### src/rtl/arm_lp_pkg.sv
// Shared encodings for the execute stage: op codes, multiply/divide FSM states
// and the datapath width used by the ALU, controller and mul_div_unit.
package arm_lp_pkg;

  localparam int DATA_WIDTH = 32;

  typedef enum logic [1:0] {
    MUL_OP  = 2'd0,
    SDIV_OP = 2'd1,
    UDIV_OP = 2'd2,
    RSVD_OP = 2'd3
  } opCode_e;

  typedef enum logic [1:0] {
    IDLE = 2'd0,
    RUN  = 2'd1,
    DONE = 2'd2
  } state_e;

  // Two's-complement magnitude; 0x80000000 maps to itself, which is correct unsigned.
  function automatic logic [DATA_WIDTH-1:0] absVal(input logic [DATA_WIDTH-1:0] value);
    absVal = value[DATA_WIDTH-1] ? (~value + {{(DATA_WIDTH-1){1'b0}}, 1'b1}) : value;
  endfunction

endpackage

### src/rtl/mul_div_unit.sv
// Iterative 32-bit MUL / SDIV / UDIV unit: one multiplier or quotient bit per
// cycle through a shared 64-bit shift register, with a start/busy/done handshake.
module mul_div_unit
  import arm_lp_pkg::*;
(
  input  logic                  clock,
  input  logic                  resetN,
  input  logic                  start,
  input  logic [1:0]            opCode,
  input  logic [DATA_WIDTH-1:0] operandA,
  input  logic [DATA_WIDTH-1:0] operandB,
  output logic                  busy,
  output logic                  done,
  output logic [DATA_WIDTH-1:0] result,
  output logic                  zeroFlag
);

  state_e                  state_r, stateNext_s;
  opCode_e                 op_r, opIn_s;
  logic [4:0]              cnt_r;
  logic [2*DATA_WIDTH-1:0] acc_r, stepAcc_s;
  logic [DATA_WIDTH-1:0]   opB_r, quot_s, finalRes_s;
  logic                    neg_r, busy_r, done_r, zero_r;
  logic [DATA_WIDTH-1:0]   result_r;
  logic [DATA_WIDTH:0]     mulSum_s, remTry_s, remDiff_s;
  logic                    accept_s, shortCut_s, lastStep_s;

  assign opIn_s = opCode_e'(opCode);

  // One shift-add (MUL) or restoring-divide step on the shared accumulator.
  always_comb begin
    mulSum_s  = {1'b0, acc_r[63:32]} + (acc_r[0] ? {1'b0, opB_r} : 33'd0);
    remTry_s  = acc_r[63:31];
    remDiff_s = remTry_s - {1'b0, opB_r};
    if (op_r == MUL_OP) begin
      stepAcc_s = {mulSum_s, acc_r[31:1]};
    end else if (!remDiff_s[32]) begin
      stepAcc_s = {remDiff_s[31:0], acc_r[30:0], 1'b1};
    end else begin
      stepAcc_s = {acc_r[62:0], 1'b0};
    end
    quot_s = stepAcc_s[31:0];
    if (op_r == MUL_OP) begin
      finalRes_s = stepAcc_s[31:0];
    end else if (neg_r) begin
      finalRes_s = ~quot_s + 32'd1;
    end else begin
      finalRes_s = quot_s;
    end
  end

  // Next-state logic; reserved ops and divide-by-zero skip RUN entirely.
  always_comb begin
    stateNext_s = state_r;
    accept_s    = start && (state_r != RUN);
    shortCut_s  = (opIn_s == RSVD_OP) ||
                  (((opIn_s == SDIV_OP) || (opIn_s == UDIV_OP)) && (operandB == 32'd0));
    lastStep_s  = (state_r == RUN) && (cnt_r == 5'd0);
    case (state_r)
      IDLE, DONE: begin
        if (accept_s) begin
          stateNext_s = shortCut_s ? DONE : RUN;
        end else begin
          stateNext_s = IDLE;
        end
      end
      RUN: begin
        if (cnt_r == 5'd0) begin
          stateNext_s = DONE;
        end else begin
          stateNext_s = RUN;
        end
      end
      default: stateNext_s = IDLE;
    endcase
  end

  // State, datapath and registered handshake/result outputs.
  always_ff @(posedge clock or negedge resetN) begin
    if (!resetN) begin
      state_r  <= IDLE;
      op_r     <= MUL_OP;
      cnt_r    <= 5'd0;
      acc_r    <= 64'd0;
      opB_r    <= 32'd0;
      neg_r    <= 1'b0;
      busy_r   <= 1'b0;
      done_r   <= 1'b0;
      result_r <= 32'd0;
      zero_r   <= 1'b0;
    end else begin
      state_r <= stateNext_s;
      busy_r  <= (stateNext_s == RUN);
      done_r  <= (stateNext_s == DONE);
      if (accept_s && shortCut_s) begin
        result_r <= 32'd0;
        zero_r   <= 1'b1;
      end else if (accept_s) begin
        op_r  <= opIn_s;
        cnt_r <= 5'd31;
        neg_r <= (opIn_s == SDIV_OP) && (operandA[31] ^ operandB[31]);
        if (opIn_s == MUL_OP) begin
          acc_r <= {32'd0, operandB};
          opB_r <= operandA;
        end else if (opIn_s == SDIV_OP) begin
          acc_r <= {32'd0, absVal(operandA)};
          opB_r <= absVal(operandB);
        end else begin
          acc_r <= {32'd0, operandA};
          opB_r <= operandB;
        end
      end else if (state_r == RUN) begin
        acc_r <= stepAcc_s;
        cnt_r <= cnt_r - 5'd1;
        if (lastStep_s) begin
          result_r <= finalRes_s;
          zero_r   <= (finalRes_s == 32'd0);
        end else begin
          result_r <= result_r;
        end
      end else begin
        acc_r <= acc_r;
      end
    end
  end

  assign busy     = busy_r;
  assign done     = done_r;
  assign result   = result_r;
  assign zeroFlag = zero_r;

endmodule

### config.mk
export PLATFORM = sky130hd
export DESIGN_NAME = mul_div_unit
export DESIGN_NICKNAME = d
export VERILOG_FILES = /design/src/rtl/arm_lp_pkg.sv /design/src/rtl/mul_div_unit.sv
export SDC_FILE = /design/constraint.sdc
export NUM_CORES = 1
export LEC_CHECK = 0
export BUFFER_PORTS_ARGS = -buffer_cell sky130_fd_sc_hd__buf_2
export CORE_UTILIZATION = 60
export CTS_BUF_LIST = sky130_fd_sc_hd__clkbuf_8
export DETAILED_ROUTE_END_ITERATION = 7
export PLACE_DENSITY = 0.84
export SLEW_MARGIN = 15
export SYNTH_ARGS = -nofsm -noshare
export SYNTH_HDL_FRONTEND = slang
export SYNTH_SLANG_ARGS = --single-unit
### constraint.sdc
create_clock -name clock -period 7.9 [get_ports clock]
set_input_delay 0.395 -clock clock [delete_from_list [all_inputs] [get_ports clock]]
set_output_delay 0.395 -clock clock [all_outputs]
set_load 0.01 [all_outputs]
==> impl_metrics.yaml <==
cells_and_area:
  nNetsFinal: 1877
  fill_cells: 1798
  synthToLayoutAreaGrowth_pct: 7.97
  drive_gt1_share_pct: 10.2
synthesis:
  synth_ff_type: "dfrtp_1"
  synth_edf_count: 0
  synth_top_area_share_pct: 27.5
  syn_area_um2: 12800
  ys_seq_area_share_pct: 27.5
  synth_commonest_cells: "nand2_1 (206), o21ai_0 (200), a21oi_1 (161)"
  yosysMostFrequentCell: "nand2_1"
  ys_ff_latch: 141
  avgSynthCellArea_um2: 7.59
  synth_nets: 1834
  synth.top_cells.by_area: "dfrtp_1 (27%), o21ai_0 (7.8%), ha_1 (6.9%)"
  ys_async_sr_fraction_pct: 100
  yosysTopAreaCell: "dfrtp_1"
  synth_cell_types: 74
  netlist_instances: 1692
  ys_warn_count: 0
drt:
  drc: 0
  ant_nets: 0
  drt_first_pass_iters: 5
  vias: 13200
  drt_iter0_drc: 1541
  routed_wl_um: 40500
  route.detailed.wl_per_inst_um: 20.0
  via_per_inst: 6.53
min_path:
  hp-class: "in -> reg"
  whs_path_depth: 3
  holdPathEnd: "state_r[1]"
  hp-start: "start"
floorplan:
  die_w_um: 148
  floorplan.initialDensity_pct: 61.1
  io_pins: 104
  die-area_um2: 22000
  die_y_um: 148
  num_rows: 53
  core_um2: 21000
timing:
  setup-violations-final: 0
  slew_headroom_pct: 30.2
  min_period_over_period_pct: 82.6
  fmax_mhz: 153
  period_minus_slack_ps: 6520
  setup_tns_ps: 0
  drv_slew: 0
  skew_ps: 22.7
  rsz0062_at_grt: "false"
  hold_viol: 0
  finalWorstSetupSlack_ps: 1380
  tightest_slew_ps: 1050
global_routing:
  gr-total-overflow: 0
  grt_max_degree: 98
  grt_pass1_wl_um: 64700
  track_usage_pct: 37.5
  grt_antenna_before_repair: 2
  grt_pass1_vias: 12100
pwr:
  p_switching_mw: 3.27
  p_leak_nw: 6.11
  switching_share_pct: 54.0
  pwr-share-seq_pct: 22.3
  clock_power_share_pct: 9.6
  internal_power_mw: 2.78
  combPwrFrac_pct: 68.1
  p_per_area_nw_per_um2: 436
  ir_drop_mv: 0.242
worst_setup_path:
  crit_top_cell: "or4_1"
  reg2reg_setup_slack_ps: 1380
  cp.arrival_ps: 6930
  worst_ep_required_time_ps: 8310
  critical_path_class: "reg -> reg"
  cp_max_fo: 5
  r2r_end: "zeroFlag"
  end_kind: "flip-flop"
  crit_path_start: "acc_r[31]"
  worst_path_max_delay_cell: "or4_1"
  reg2regPathDepth: 24
  max_stage_delay_ps: 510
  crit_chain: "inv_1 -> ha_1 -> inv_1 -> fa_1 -> a211oi_1 -> o21a_1 -> o21ai_0 -> a311o_1 -> or3_1 -> nand2_1 -> nor2_1 -> a21oi_1 -> ha_1 -> nor4b_1 -> a21oi_1 -> xnor2_1 -> or3b_1 -> or4_1 -> nor4_2 -> o2111ai_1 -> a2111o_1 -> or4_1 -> or4_1 -> o21ai_1"
  start_kind: "flip-flop"
  r2r_start: "acc_r[31]"
outcome:
  status: "finished clean"
cts:
  clockBufferDepth: 2
  cts_setup_buffers: 0
  htreeDepth: 4
  cts_made_buffers: 17
  cts_root_buf: "clkbuf_8"
  cts_resized: 0
  postCtsHoldBufs: 1
  cts.clk_slew.worst_paths_ps: 100
  worstSkewPairLatency_ps: 490
  tritoncts: "built"
  cts.sinks: 141
placement:
  post-dp-hpwl_um: 29900
  pre_cts_slack_ps: 1520
  port_buffers: 103
  routabilityCongestion: 1.01
run:
  cap_violations: 0
==> area by class of cell <==
class	instances	area, um^2	share of cell area [%]
Clock buffer	17	234	1.69
Clock inverter	15	143	1.03
Sequential cell	141	3530	25.4
Antenna cell	1	2.50	0.0180
Inverter	68	255	1.84
Tap cell	275	344	2.48
Multi-Input combinational cell	1387	8710	62.8
Timing Repair Buffer	120	652	4.70
==> sequential cells by signal, summed over array words and instances (netlist names) <==
signal / cells
acc_r: 64
opB_r: 32
result: 32
cnt_r: 5
op_r: 2
state_r: 2
busy: 1
done: 1
neg_r: 1
zeroFlag: 1
==> how the worst max path moves through the flow <==
| stage | end | slack [ps] |
|---|---|---|
| 3_5_place_dp | zeroFlag | 1520 |
| 3_3_place_gp | zeroFlag | 1780 |
| 6_report | zeroFlag | 1380 |
| 4_1_cts | zeroFlag | 1480 |
| 5_1_grt | zeroFlag | 1070 |
| 2_1_floorplan | zeroFlag | 1930 |
==> placed cells by master (no fill, tap or decap), drive strengths merged, types with 12 or more instances in the layout <==
master  synthesis  layout
xnor2          76      76
a21oi         161     161
o21ai         203     203
nor4           16      16
clkbuf         76      17
o31ai          14      14
and2           43      43
or3            19      19
a22o           27      27
inv            68      78
ha             71      71
a31oi          12      12
or4            13      13
nand3          26      26
buf            20     119
mux2i          36      36
dfrtp         141     141
o211ai         20      20
nor2          148     148
nand2b         13      13
nand4          13      13
nor3           33      33
nand2         206     206
a211oi         21      21
o21bai         13      13
a21o           20      20
o21a           12      12
xor2           60      60
==> per-stage QoR <==
step	hold WS (ps)	cells	util (%)	power, mW	area (um^2)
2_1_floorplan	99.4	1692	-	4.28	12800
3_3_place_gp	416	1990	64.1	5.21	13500
3_5_place_dp	422	1990	64.1	5.33	13500
4_1_cts	223	2023	65.9	5.93	13900
5_1_grt	265	2023	66.0	6.50	13900
6_report	239	2024	66.0	6.05	13900
==> critical path, delay by kind of cell, from the launching register on <==
kind                       cells  cell delay [ps]
adders and majority gates      3              870
buffers and inverters          2              150
DFF                            1              420
AOI/OAI and AO/OA              9             2060
and+or+nand+nor                9             2780
xor gates and xnor gates       1              170
==> routing by layer <==
layer | wire length (um) | GRT usage [%] | up-vias | part of all wire, %
li1 | - | - | 6162 | -
met1 | 17200 | 53.5 | 6171 | 42
met2 | 17600 | 55.7 | 765 | 43
met3 | 4140 | 6.63 | 116 | 10
met4 | 1580 | 15.8 | 0 | 3.9
met5 | 0 | 0 | - | 0
==> cell families after synthesis <==
family | Yosys count | synth area share, %
compound gates | 574 | 27.4
xor+xnor | 136 | 9.27
fa+ha+maj | 73 | 7.23
buf+inv | 164 | 4.97
flops | 141 | 27.5
mux | 38 | 3.08
simple gates | 566 | 20.6
==> power by group through the flow <==
| stage | clock, mW | combinational (mW) | sequential (mW) |
|---|---|---|---|
| after floorplan | 0 | 3.09 | 1.20 |
| after global placement | 0 | 3.88 | 1.32 |
| after detailed placement | 0 | 3.98 | 1.34 |
| after CTS | 0.584 | 4.02 | 1.33 |
| after global routing | 0.612 | 4.50 | 1.38 |
| final | 0.581 | 4.12 | 1.35 |
Power figures use the tool's default switching activity.
